--- src/rtl/instr_fetch_unit_pkg.sv ---
// Shared definitions for the RV32I instruction fetch front end:
// fetch FSM state encoding, the JALR opcode and the canonical NOP word.
package instr_fetch_unit_pkg;

    localparam logic [6:0]  OP_JALR        = 7'b1100111;
    localparam logic [31:0] NOP_INSTR_WORD = 32'h0000_0013;

    typedef enum logic [2:0] {
        IF_IDLE      = 3'd0,
        IF_REQ       = 3'd1,
        IF_ISSUE     = 3'd2,
        IF_JALR_WAIT = 3'd3,
        IF_DISCARD   = 3'd4
    } fetch_state_e;

    // Instruction addresses are word aligned; low two bits are dropped.
    function automatic logic [31:0] word_align(input logic [31:0] addr);
        return {addr[31:2], 2'b00};
    endfunction

endpackage

--- src/rtl/instr_fetch_unit_field_split.sv ---
// Combinational split of an RV32I instruction word into the fields the
// control unit decodes. Shared by the fetch unit and the decode path.
module instr_field_split (
    input  logic [31:0] ir,
    output logic [6:0]  opcode,
    output logic [4:0]  rd,
    output logic [2:0]  funct3,
    output logic [4:0]  rs1,
    output logic [4:0]  rs2,
    output logic        funct7
);

    // Bits outside the decoded fields are not needed by the control unit.
    logic unused_ir_bits;
    assign unused_ir_bits = ^{ir[31], ir[29:25]};

    // Plain bit slicing of the instruction word.
    always_comb begin
        opcode = ir[6:0];
        rd     = ir[11:7];
        funct3 = ir[14:12];
        rs1    = ir[19:15];
        rs2    = ir[24:20];
        funct7 = ir[30];
    end

endmodule

--- src/rtl/instr_fetch_unit.sv ---
// Instruction fetch unit: one outstanding fetch at a time into the IR,
// stall-aware handoff to decode, JALR target wait and PC redirects.
module instr_fetch_unit
    import instr_fetch_unit_pkg::*;
#(
    parameter logic [31:0] RESET_PC     = 32'h0000_0000,
    parameter logic [31:0] NOP_INSTR    = 32'h0000_0013,
    parameter bit          JALR_WAIT_EN = 1'b1
) (
    input  logic        clk,
    input  logic        reset,        // asynchronous, active low
    output logic        imem_req,
    output logic [31:0] imem_addr,
    input  logic [31:0] imem_rdata,
    input  logic        imem_valid,
    input  logic        stall,
    input  logic        redirect,
    input  logic [31:0] redirect_pc,
    output logic        instr_valid,
    output logic [31:0] instr_out,
    output logic [31:0] pc_out,
    output logic [6:0]  opcode_out,
    output logic [4:0]  rd_out,
    output logic [2:0]  funct3_out,
    output logic [4:0]  rs1_out,
    output logic [4:0]  rs2_out,
    output logic        funct7_out,
    output logic        misalign
);

    fetch_state_e state_q, state_d;
    logic [31:0]  pc_q, pc_d;
    logic [31:0]  ir_q, ir_d;
    logic [31:0]  pc_out_q, pc_out_d;
    logic         instr_valid_q, instr_valid_d;
    logic         misalign_q, misalign_d;
    // Address of the request still in flight while its response is being
    // discarded; pc already points at the redirect target by then.
    logic [31:0]  disc_addr_q, disc_addr_d;

    instr_field_split u_field_split (
        .ir     (ir_q),
        .opcode (opcode_out),
        .rd     (rd_out),
        .funct3 (funct3_out),
        .rs1    (rs1_out),
        .rs2    (rs2_out),
        .funct7 (funct7_out)
    );

    // Next-state logic: redirect overrides every other event.
    always_comb begin
        state_d       = state_q;
        pc_d          = pc_q;
        ir_d          = ir_q;
        pc_out_d      = pc_out_q;
        instr_valid_d = instr_valid_q;
        misalign_d    = 1'b0;
        disc_addr_d   = disc_addr_q;

        if (redirect) begin
            pc_d          = word_align(redirect_pc);
            ir_d          = NOP_INSTR;
            instr_valid_d = 1'b0;
            misalign_d    = |redirect_pc[1:0];
            case (state_q)
                IF_REQ: begin
                    // A sent request cannot be cancelled: if its response has
                    // not arrived yet, swallow it before refetching.
                    if (imem_valid) begin
                        state_d = IF_REQ;
                    end else begin
                        state_d     = IF_DISCARD;
                        disc_addr_d = pc_q;
                    end
                end
                IF_DISCARD: state_d = imem_valid ? IF_REQ : IF_DISCARD;
                default:    state_d = IF_REQ;
            endcase
        end else begin
            case (state_q)
                IF_IDLE: state_d = IF_REQ;
                IF_REQ: begin
                    if (imem_valid) begin
                        ir_d          = imem_rdata;
                        pc_out_d      = pc_q;
                        pc_d          = pc_q + 32'd4;
                        instr_valid_d = 1'b1;
                        state_d       = IF_ISSUE;
                    end
                end
                IF_ISSUE: begin
                    if (!stall) begin
                        ir_d          = NOP_INSTR;
                        instr_valid_d = 1'b0;
                        if (JALR_WAIT_EN && (opcode_out == OP_JALR)) begin
                            state_d = IF_JALR_WAIT;
                        end else begin
                            state_d = IF_REQ;
                        end
                    end
                end
                IF_JALR_WAIT: state_d = IF_JALR_WAIT;
                IF_DISCARD:   state_d = imem_valid ? IF_REQ : IF_DISCARD;
                default:      state_d = IF_IDLE;
            endcase
        end
    end

    // Fetch state and datapath registers, all cleared asynchronously.
    always_ff @(posedge clk or negedge reset) begin
        if (!reset) begin
            state_q       <= IF_IDLE;
            pc_q          <= RESET_PC;
            ir_q          <= NOP_INSTR;
            pc_out_q      <= 32'h0000_0000;
            instr_valid_q <= 1'b0;
            misalign_q    <= 1'b0;
            disc_addr_q   <= RESET_PC;
        end else begin
            state_q       <= state_d;
            pc_q          <= pc_d;
            ir_q          <= ir_d;
            pc_out_q      <= pc_out_d;
            instr_valid_q <= instr_valid_d;
            misalign_q    <= misalign_d;
            disc_addr_q   <= disc_addr_d;
        end
    end

    // Memory request is a pure decode of the state register.
    always_comb begin
        imem_req  = (state_q == IF_REQ) || (state_q == IF_DISCARD);
        imem_addr = (state_q == IF_DISCARD) ? disc_addr_q : pc_q;
    end

    assign instr_valid = instr_valid_q;
    assign instr_out   = ir_q;
    assign pc_out      = pc_out_q;
    assign misalign    = misalign_q;

endmodule
--- config.mk ---
export PLATFORM = sky130hd
export DESIGN_NAME = instr_fetch_unit
export DESIGN_NICKNAME = d
export VERILOG_FILES = /design/src/rtl/instr_fetch_unit_pkg.sv /design/src/rtl/instr_fetch_unit_field_split.sv /design/src/rtl/instr_fetch_unit.sv
export SDC_FILE = /design/constraint.sdc
export NUM_CORES = 1
export LEC_CHECK = 0
export BUFFER_PORTS_ARGS = -buffer_cell sky130_fd_sc_hd__clkbuf_2
export CAP_MARGIN = 10
export CORE_MARGIN = 2
export CORE_UTILIZATION = 46
export CTS_CLUSTER_DIAMETER = 150
export DETAILED_ROUTE_END_ITERATION = 10
export GPL_TIMING_DRIVEN = 0
export HOLD_SLACK_MARGIN = 0.1
export PLACE_DENSITY = 0.76
export SLEW_MARGIN = 10
export SYNTH_ARGS = -nofsm -noshare
export SYNTH_HDL_FRONTEND = slang
export SYNTH_SLANG_ARGS = --single-unit
--- constraint.sdc ---
create_clock -name clk -period 2 [get_ports clk]
set_clock_uncertainty 0.2 [all_clocks]
set_input_delay 0.2 -clock clk [delete_from_list [all_inputs] [get_ports clk]]
set_output_delay 0.2 -clock clk [all_outputs]
set_load 0.01 [all_outputs]
==> results.sh <==
export IMPL_status="finished with violations"
export IMPL_violations="negative setup slack"
export IMPL_slew_headroom_pct=57.72
export IMPL_synth_xor_area_share_pct=4.319
export IMPL_globalRoute_totalOverflow=0
export IMPL_core_area_um2=13090
export IMPL_peakVddDrop_mv=0.6450
export IMPL_drive_above_1_share_pct=46.03
export IMPL_synth_compound_area_share_pct=8.001
export IMPL_grt_start_max_net_pins=94
export IMPL_drtIter0Drc=347
export IMPL_grt_pass1_wl_mm=27.69
export IMPL_synth_top_cell_by_area="dfrtp_1"
export IMPL_grt_pass1_vias=5340
export IMPL_cts_max_level=4
export IMPL_syn_avg_cell_area_um2=10.71
export IMPL_num_rows=42
export IMPL_synth_area_top_cells="dfrtp_1, mux2_2, nand2_1"
export IMPL_multi_input_area_um2=2779
export IMPL_first_pass_iters=4
export IMPL_final_core_util_pct=72.00
export IMPL_finalSetupViolCount=81
export IMPL_die_width_um=119
export IMPL_yosysWarnings=0
export IMPL_drt_total_wl_mm=18.58
export IMPL_start_util_pct=46.49
export IMPL_max_freq_mhz=431.5
export IMPL_timing_critical_path_cells="buf_6 -> nor3b_4 -> buf_6 -> clkbuf_16 -> mux2_4 -> buf_6"
export IMPL_fillCellCount=883
export IMPL_synth_top_family_by_area="simple AND/OR/NAND/NOR gates"
export IMPL_syn_to_final_growth_pct=54.87
export IMPL_syn_cell_area_um2=6083
export IMPL_worst_slew_pin_slew_ns=0.6342
export IMPL_hold_path_class="in2reg"
export IMPL_ys_dominant_reg_cell="dfrtp_1"
export IMPL_root_buffer="clkbuf_16"
export IMPL_hp_start="redirect"
export IMPL_fin_nets=940
export IMPL_netlist_area_leader_share_pct=51.01
export IMPL_critPathLaunchType="flop"
export IMPL_yosysMostFrequentCell="nand2_1"
export IMPL_via_count=5509
export IMPL_cpMostUsedCell="buf_6"
export IMPL_yosys_cell_types_count=44
export IMPL_setup_tns_ns=-13.52
export IMPL_io_pins=194
export IMPL_fin_crit_sh_pct=115.9
export IMPL_worst_setup_path_end_kind="output port"
export IMPL_crit_type="reg2out"
export IMPL_gp_congestion=0.8090
export IMPL_antenna_found_initial=1
export IMPL_clk_pin_slew_ns=0.05
export IMPL_design_die_area_um2=14160
export IMPL_synth_mux_area_share_pct=11.09
export IMPL_r2r_start="state_q[2]"
export IMPL_cts_made_buffers=17
export IMPL_power_leakage_uw=0.004760
export IMPL_dieHeight_um=119
export IMPL_finalMaxSlewViolations=0
export IMPL_cp_top_family="buffers and inverters"
export IMPL_seqCellArea_um2=3184
export IMPL_clock_latency_ns=0.41
export IMPL_period_minus_slack_ns=2.318
export IMPL_synthAdderAreaFrac_pct=0.2057
export IMPL_dp_hpwl_mm=11.15
export IMPL_maxCapViolations=0
export IMPL_ys_seq_elements=127
export IMPL_synthSimpleGateAreaFrac_pct=16.78
export IMPL_clock_sinks=127
export IMPL_timing_critical_path_from="state_q[1]"
export IMPL_drt_vias_per_instance=5.202
export IMPL_grt_usage_pct=25.28
export IMPL_pwr_density_cell_nw_per_um2=1101
export IMPL_ys_async_sr_fraction_pct=100.0
export IMPL_cpMaxStageDelayCell="dfrtp_1"
export IMPL_ys_seq_area_share_pct=52.30
export IMPL_cp_num_buf_inv=4
export IMPL_required_ns=1.60
export IMPL_wl_per_cell_um=17.54
export IMPL_cts_tree="yes"
export IMPL_synthCells=568
export IMPL_rsz0062_at_grt="yes"
export IMPL_antenna_left=0
export IMPL_cpPeakStageDelay_ns=0.38
export IMPL_setup_ws_ns=-0.3176
export IMPL_cp_arrival_ns=1.92
export IMPL_clockBufferDepth=2
export IMPL_drc=0
export IMPL_io_buffer_count=189
export IMPL_path_max_fanout=5
export IMPL_synth_edf_count=0
export IMPL_hold_viol_final=0
export IMPL_synth_common_cells="nand2_1, dfrtp_1, mux2_2, buf_4, a22o_1"
-- where the power goes --
group	switching [uW]	internal, uW	leakage (uW)	total (uW)
Sequential	520	3350	0.00159	3880
Combinational	1590	1690	0.00286	3290
Clock	1060	2150	0.000306	3210
Total	3180	7200	0.00476	10400
-- timing repair --
item,4_1_cts,5_1_grt
hold buffers,69,0
setup buffers,8,12
pin swaps,12,14
hold endpoints to repair,190,0
resized for setup,60,95
endpoints found under the setup margin,90,141
cloned,2,2
-- worst register-to-register path: cells and delay by family, from the launching register on --
family                 cells  cell delay (ns)
XOR/XNOR                   1             0.21
buffers and inverters      3             0.45
flip-flops                 1             0.37
AND/OR/NAND/NOR            3             0.77
AO/OA/AOI/OAI              1             0.12
-- through the flow --
stage	total power, uW	std cells	hold WS, ns	setup WS, ns	area, um2
after floorplan	5378	571	-0.2956	0.1181	6095
after global placement	6395	936	0.2125	-1.474	7261
after detailed placement	6480	937	-0.07419	-0.2957	7297
after CTS	10070	1046	0.1136	-0.3482	8955
after global routing	10880	1059	0.1743	-0.3811	9422
final	10370	1059	0.1836	-0.3176	9422
-- worst paths after layout --
path,cells past startpoint,endpoint,slack (ns)
worst max register to register,8,pc_q[11],-0.25
min in group asynchronous,3,pc_out[12],0.67
worst min register to register,2,pc_out[25],0.27
max in group asynchronous,4,instr_out[1],0.16
worst min-delay path,3,pc_q[6],0.18
worst max-delay path,6,imem_addr[19],-0.32
-- routing by layer --
layer,vias to the layer above,global-route usage [%],wire length [um]
li1,2523,-,-
met1,2681,30.89,7679
met2,255,43.53,9278
met3,50,5.603,1000
met4,0,9.970,619
met5,-,0,0
-- area by class of cell --
cell class / count / area share, %
Sequential cell: 127 / 33.80
Antenna cell: 1 / 0.02656
Tap cell: 176 / 2.337
Multi-Input combinational cell: 369 / 29.50
Clock inverter: 5 / 1.062
Clock buffer: 26 / 5.511
Buffer: 67 / 5.325
Timing Repair Buffer: 281 / 22.16
Inverter: 7 / 0.2789
-- state kept, by name, summed over array words and instances, names as in the netlist --
signal	cells
misalign	1
state_q	3
disc_addr_q	30
pc_q	30
instr_valid	1
instr_out	32
pc_out	30
-- kinds of logic (layout without fill, tap and decap cells) --
kind of cell / after synthesis / in the layout
and+or+nand+nor: 200 / 200
DFF: 127 / 127
buffers and inverters: 75 / 386
AOI/OAI and AO/OA: 74 / 74
muxes: 60 / 60
xor gates and xnor gates: 30 / 30
adders and majority gates: 1 / 1
other: 1 / 5
-- layout by cell type, fill, tap and decap left out, drive strengths merged, types with 12 or more instances in the layout --
| cell | n |
|---|---|
| clkbuf | 211 |
| nand2 | 129 |
| dfrtp | 124 |
| buf | 95 |
| dlygate4sd3 | 68 |
| mux2 | 59 |
| o21ai | 35 |
| a22o | 29 |
| xnor2 | 18 |
| nor3 | 13 |
| nor2 | 13 |
| xor2 | 12 |
(Power assumes the default switching activity.)
